### config.mk
export PLATFORM = sky130hd
export DESIGN_NAME = tx_frame_sequencer
export DESIGN_NICKNAME = d
export VERILOG_FILES = /design/src/rtl/tx_pkg.sv /design/src/rtl/conv_enc_r12.sv /design/src/rtl/tx_frame_sequencer.sv
export SDC_FILE = /design/constraint.sdc
export NUM_CORES = 1
export LEC_CHECK = 0
export CAP_MARGIN = 25
export CORE_UTILIZATION = 56
export DETAILED_ROUTE_END_ITERATION = 16
export DONT_BUFFER_PORTS = 1
export HOLD_SLACK_MARGIN = 0.06
export PLACE_DENSITY_LB_ADDON = 0.12
export SLEW_MARGIN = 20
export SYNTH_ARGS = -nofsm -noshare
export SYNTH_HDL_FRONTEND = slang
export SYNTH_SLANG_ARGS = --single-unit
### constraint.sdc
create_clock -name i_clk -period 1.6 [get_ports i_clk]
set_input_delay 0.32 -clock i_clk [delete_from_list [all_inputs] [get_ports i_clk]]
set_output_delay 0.32 -clock i_clk [all_outputs]
set_load 0.02 [all_outputs]
### src/rtl/tx_pkg.sv
// Shared types and constants for the transmit frame sequencer and its bench model.
// Holds the sequencer state encoding, frame widths, CRC defaults and the bit interleaver.
package tx_pkg;

    localparam int PAYLOAD_W = 32;
    localparam int CRC_W     = 16;
    localparam int MSG_W     = PAYLOAD_W + CRC_W;
    localparam int FRAME_W   = 2 * MSG_W;

    localparam logic [CRC_W-1:0] CRC_POLY_DEF = 16'h8005;
    localparam logic [CRC_W-1:0] CRC_INIT_DEF = 16'hFFFF;

    typedef enum logic [1:0] {
        IDLE,
        CRC,
        ENC,
        DONE
    } state_t;

    // Byte n supplies bit pair j to group j; byte 11 lands in the top pair of every group.
    function automatic logic [FRAME_W-1:0] interleave(input logic [FRAME_W-1:0] enc);
        logic [FRAME_W-1:0] f;
        f = '0;
        for (int j = 0; j < 4; j++) begin
            for (int n = 0; n < 12; n++) begin
                f[72 - 24*j + 2*n +: 2] = enc[88 - 8*n + 2*j +: 2];
            end
        end
        return f;
    endfunction

endpackage

### src/rtl/conv_enc_r12.sv
// Rate-1/2 convolutional encoder core: 3-bit shift state, combinational parity pair.
// Zero latency on p0/p1; state advances only when enabled, clear forces the zero state.
module conv_enc_r12 (
    input  logic i_clk,
    input  logic i_reset,
    input  logic i_clr,
    input  logic i_en,
    input  logic i_bit,
    output logic o_p0,
    output logic o_p1
);

    logic [2:0] r_s;

    assign o_p0 = i_bit ^ r_s[0] ^ r_s[1] ^ r_s[2];
    assign o_p1 = i_bit ^ r_s[1] ^ r_s[2];

    always_ff @(posedge i_clk) begin
        if (i_reset || i_clr) begin
            r_s <= 3'd0;
        end else if (i_en) begin
            r_s <= {r_s[1:0], i_bit};
        end
    end

endmodule

### src/rtl/tx_frame_sequencer.sv
// Payload -> CRC-16 -> rate-1/2 FEC -> interleave; accept to out_valid is 81 cycles.
// Single frame in flight: in_ready only in IDLE, finished frame held until out_ready or abort.
module tx_frame_sequencer
    import tx_pkg::*;
#(
    parameter logic [CRC_W-1:0] CRC_POLY = CRC_POLY_DEF,
    parameter logic [CRC_W-1:0] CRC_INIT = CRC_INIT_DEF
) (
    input  logic                 i_clk,
    input  logic                 i_reset,
    input  logic                 i_in_valid,
    output logic                 o_in_ready,
    input  logic [PAYLOAD_W-1:0] i_in_data,
    input  logic                 i_abort,
    output logic                 o_out_valid,
    input  logic                 i_out_ready,
    output logic [FRAME_W-1:0]   o_out_frame,
    output logic [CRC_W-1:0]     o_crc_out,
    output logic                 o_busy,
    output logic [7:0]           o_frame_count
);

    state_t             r_state;
    state_t             w_state_nxt;
    logic [MSG_W-1:0]   r_msg;
    logic [CRC_W-1:0]   r_crc;
    logic [FRAME_W-1:0] r_enc;
    logic [5:0]         r_cnt;
    logic [7:0]         r_frame_count;

    logic               w_accept;
    logic               w_deliver;
    logic               w_crc_last;
    logic               w_enc_last;
    logic               w_bit;
    logic               w_fb;
    logic [CRC_W-1:0]   w_crc_nxt;
    logic               w_enc_clr;
    logic               w_enc_en;
    logic               w_p0;
    logic               w_p1;

    // r_msg[47] is the current serial bit in both CRC and ENC phases.
    assign w_bit      = r_msg[MSG_W-1];
    assign w_fb       = w_bit ^ r_crc[CRC_W-1];
    assign w_crc_nxt  = {r_crc[CRC_W-2:0], 1'b0} ^ (w_fb ? CRC_POLY : '0);
    assign w_crc_last = (r_cnt == 6'd31);
    assign w_enc_last = (r_cnt == 6'd47);
    assign w_enc_clr  = (r_state == CRC) && (w_state_nxt == ENC);
    assign w_enc_en   = (r_state == ENC) && !i_abort;

    always_comb begin
        w_state_nxt = r_state;
        w_accept    = 1'b0;
        w_deliver   = 1'b0;
        unique case (r_state)
            IDLE: begin
                if (i_in_valid && !i_abort) begin
                    w_accept    = 1'b1;
                    w_state_nxt = CRC;
                end
            end
            CRC: begin
                if (i_abort)         w_state_nxt = IDLE;
                else if (w_crc_last) w_state_nxt = ENC;
            end
            ENC: begin
                if (i_abort)         w_state_nxt = IDLE;
                else if (w_enc_last) w_state_nxt = DONE;
            end
            DONE: begin
                if (i_abort) begin
                    w_state_nxt = IDLE;
                end else if (i_out_ready) begin
                    w_deliver   = 1'b1;
                    w_state_nxt = IDLE;
                end
            end
            default: w_state_nxt = IDLE;
        endcase
    end

    always_ff @(posedge i_clk) begin
        if (i_reset) begin
            r_state       <= IDLE;
            r_msg         <= '0;
            r_crc         <= '0;
            r_enc         <= '0;
            r_cnt         <= '0;
            r_frame_count <= '0;
        end else begin
            r_state <= w_state_nxt;
            if (w_accept) begin
                r_msg <= {i_in_data, {CRC_W{1'b0}}};
                r_crc <= CRC_INIT;
                r_cnt <= '0;
            end else if (r_state == CRC && !i_abort) begin
                // Rotate the payload so it is intact again when the CRC is appended.
                r_msg[MSG_W-1:CRC_W] <= {r_msg[MSG_W-2:CRC_W], r_msg[MSG_W-1]};
                r_crc                <= w_crc_nxt;
                if (w_crc_last) begin
                    r_msg[CRC_W-1:0] <= w_crc_nxt;
                    r_cnt            <= '0;
                end else begin
                    r_cnt <= r_cnt + 6'd1;
                end
            end else if (r_state == ENC && !i_abort) begin
                r_msg <= {r_msg[MSG_W-2:0], 1'b0};
                r_enc <= {r_enc[FRAME_W-3:0], w_p1, w_p0};
                r_cnt <= w_enc_last ? 6'd0 : r_cnt + 6'd1;
            end
            if (w_deliver) begin
                r_frame_count <= r_frame_count + 8'd1;
            end
        end
    end

    conv_enc_r12 u_enc (
        .i_clk   (i_clk),
        .i_reset (i_reset),
        .i_clr   (w_enc_clr),
        .i_en    (w_enc_en),
        .i_bit   (w_bit),
        .o_p0    (w_p0),
        .o_p1    (w_p1)
    );

    assign o_in_ready    = (r_state == IDLE);
    assign o_busy        = (r_state != IDLE);
    assign o_out_valid   = (r_state == DONE);
    assign o_out_frame   = interleave(r_enc);
    assign o_crc_out     = r_crc;
    assign o_frame_count = r_frame_count;

endmodule

==> flow_metrics.tcl <==
set metrics [dict create \
    status "complete, but fails checks" \
    failed_checks "negative hold slack, negative setup slack" \
    worstHoldPathType "in -> reg" \
    syn_nets 868 \
    dr.first_iter.drc_count 397 \
    path_buf_inv 3 \
    total_power_mw 9.88 \
    grt_pass1_vias 5161 \
    slew_headroom 0.731 \
    ios 160 \
    fillers 968 \
    dieWidth_um 113 \
    critical_path_required_ns 1.95 \
    min_from "i_reset" \
    hold_ws_ns -0.0340 \
    fin_util 0.685 \
    tightest_slew_ns 0.400 \
    cts.sinks 179 \
    grt_pass1_wl_mm 25.1 \
    cp_max_fo 12 \
    design.die.area_mm2 0.0128 \
    reg2reg_to "r_msg[12]" \
    synth-seq-area-share 0.518 \
    yosys_warnings 0 \
    wl_per_cell_um 16.2 \
    drc 0 \
    holdPathStages 1 \
    rows 40 \
    stdcell_count 984 \
    cts_buffers 17 \
    arrival_ns 1.96 \
    p_sw_mw 2.04 \
    insertion_delay_ns 0.43 \
    rsz0062_at_grt "yes" \
    grt_use_total 0.245 \
    syn_avg_cell_area_um2 8.34 \
    grt_overflow_total 0 \
    p_sw_frac 0.206 \
    syn-cell-area_mm2 0.00692 \
    start_kind "flop" \
    cts.clk_slew.worst_paths_ns 0.07 \
    drt-total-wl_mm 16.0 \
    leakagePower_nw 2.81 \
    gp_congestion 0.805 \
    dp.final_hpwl_mm 9.66 \
    slew_viol_final 0 \
    cts.htree.levels 4 \
    p_clk_frac 0.487 \
    rr_startpoint "r_state[0]" \
    place_ws_ns -0.121 \
    area_growth_pct 18.9 \
    antennaDiodeCount 0 \
    min_to "r_msg[28]" \
    fmax_mhz 621 \
    worstSetupEndpointType "flop" \
    clockBufferDepth 2 \
    finalCritPeriodShare 1.01 \
    intPower_mw 7.85 \
    path_cells "buf_8 -> or3b_4 -> o31ai_4 -> buf_6 -> clkbuf_16 -> o21ai_0 -> a31oi_1" \
    cpLargestDelayFamily "simple AND/OR/NAND/NOR gates" \
    comb_power_share 0.040 \
    ys_ff_latch 179 \
    synth.distinct_cells 43 \
    fin_ws_ns -0.0103 \
    vdd_drop_max_uv 970 \
    drtPass1Iterations 5 \
    port_buffers 0 \
    reg2reg_depth 7 \
    antenna_found_initial 0 \
    dp_cells 940 \
    postCtsHoldBufs 1 \
    cts_tree "yes" \
    grt_max_degree 160 \
    drive_gt1_frac 0.177 \
    setup_viol 5 \
    finalCriticalPeriod_ns 1.61 \
    crit_type "reg -> reg" \
    hold_viol 46 \
    core-area_mm2 0.0120 \
    chipHeight_um 113 \
    seqPwrFrac 0.473 \
    clock-skew-final_ns 0.0100 \
    p_per_area_mw_per_mm2 1200 \
    cap_violations 0 \
    ant_nets 0 \
    slowest_delay_ns 0.46 \
    crit_slowest_cell "or3b_4" \
    synthCells 829 \
    num-nets-final 863 \
    rrSetupSlack_ns -0.01 \
    num_vias 5712 \
    start_util 0.576 \
    cts_root_buf "clkbuf_16" \
    viasPerCell 5.80 \
]
-- how the worst max path moves through the flow --
stage | from | to | cells past startpoint | slack (ns)
6_report | r_state[0] | r_msg[12] | 7 | -0.01
3_3_place_gp | r_state[0] | r_msg[18] | 4 | -0.06
4_1_cts | r_state[0] | o_in_ready | 3 | -0.05
3_5_place_dp | r_state[0] | r_msg[19] | 4 | -0.12
2_1_floorplan | i_abort | o_crc_out[0] | 6 | 0.02
5_1_grt | r_state[0] | r_msg[10] | 7 | -0.07
-- sequential cells by signal, indices dropped and copies added (netlist names) --
signal	flops
o_frame_count	8
r_cnt	6
r_enc	96
o_crc_out	16
r_state	2
r_msg	48
u_enc.r_s	3
-- routing by layer --
metal | GRT usage | wire length [um] | up-vias
met2 | 0.381 | 7700 | 187
li1 | - | - | 2789
met5 | 0 | 0 | -
met4 | 0.110 | 310 | 0
met1 | 0.300 | 6620 | 2710
met3 | 0.0975 | 1340 | 26
-- final cells by class --
type / count / area, um^2 / area share
repair buffers: 43 / 552 / 0.0671
well taps: 147 / 184 / 0.0224
clock buffers: 20 / 437 / 0.0531
multi-input cells: 579 / 3200 / 0.389
flip-flops and latches: 179 / 3590 / 0.436
clock inverters: 12 / 250 / 0.0304
inverters: 4 / 17.5 / 0.00213
-- power by group through the flow --
stage | Clock [mW] | Combinational [mW] | Sequential [mW]
floorplan | 0 | 0.406 | 4.75
global placement | 0 | 0.361 | 4.77
detailed placement | 0 | 0.381 | 4.77
CTS | 4.88 | 0.390 | 4.67
global route | 5.09 | 0.438 | 4.68
finish | 4.81 | 0.400 | 4.68
-- logic make-up (layout without fill, tap and decap cells) --
kind of cell | after synthesis | in the layout | synth area share
simple gates | 361 | 361 | 0.240
compound gates | 194 | 194 | 0.156
flops | 179 | 179 | 0.518
buf+inv | 71 | 79 | 0.0528
xor+xnor | 19 | 19 | 0.0251
mux | 3 | 3 | 0.00434
fa+ha+maj | 2 | 2 | 0.00362
-- cell usage after synthesis --
cell       number  area share
or2_2           2      0.0018
a211oi_1        2      0.0022
or4b_1          1      0.0014
nand2b_1        2      0.0018
a311oi_1        2      0.0025
xnor2_2         1      0.0024
nand3_1         4      0.0029
or3b_1          1      0.0013
o31ai_1         2      0.0022
nand3b_1        3      0.0033
nand4_1         1     0.00091
and3_1          1     0.00091
o31a_1          1      0.0013
o21ai_0        18       0.013
inv_1           4      0.0022
and2_1          1     0.00091
buf_1           1     0.00054
xor2_1          2      0.0025
a31oi_1        29       0.026
nor2b_4         1      0.0020
dfxtp_1       179        0.52
o21ai_4         1      0.0024
ha_1            2      0.0036
nor3b_1         1      0.0011
xnor2_1        16       0.020
buf_2          18       0.013
nor4_1          2      0.0018
and4b_1         1      0.0014
nor2_1         50       0.027
nor3_2         31       0.045
mux2i_1         3      0.0043
or3_1           1     0.00091
or3b_2          1      0.0013
clkbuf_1       37       0.020
clkbuf_2        1     0.00072
buf_6          10       0.016
a21oi_1       107       0.077
o221ai_1        1      0.0013
nand4bb_1       1      0.0016
o22ai_1        31       0.028
nor3_1         10      0.0072
nand4b_1        2      0.0025
nand2_1       244        0.13
-- per-stage QoR --
step	TNS (ns)	area, um^2
2_1_floorplan	0	7070
6_report	-0.0294	8220
4_1_cts	-0.136	8120
5_1_grt	-1.17	8220
3_5_place_dp	-3.33	7240
3_3_place_gp	-1.25	7240
-- cells in the final DEF (no fill, tap or decap), types with 3 or more instances in the layout --
master	n
o22ai_2	23
o21ai_0	16
clkbuf_16	18
xnor2_1	16
nand3_1	3
inv_1	3
nor3_2	32
clkbuf_1	3
dfxtp_2	3
buf_4	22
nand2_1	244
a31oi_1	29
mux2i_1	3
bufinv_16	7
o22ai_1	8
nor2_1	47
buf_6	5
buf_12	10
nor3_1	9
nand3b_1	3
a21oi_1	107
dfxtp_1	176
-- what timing repair did --
item,in CTS,in global routing
endpoints found under the hold margin,157,120
pin swaps,2,5
gates resized for setup,16,20
cloned,3,1
setup endpoints to repair,74,106
buffers inserted,2,7
Power figures use the tool's default switching activity.
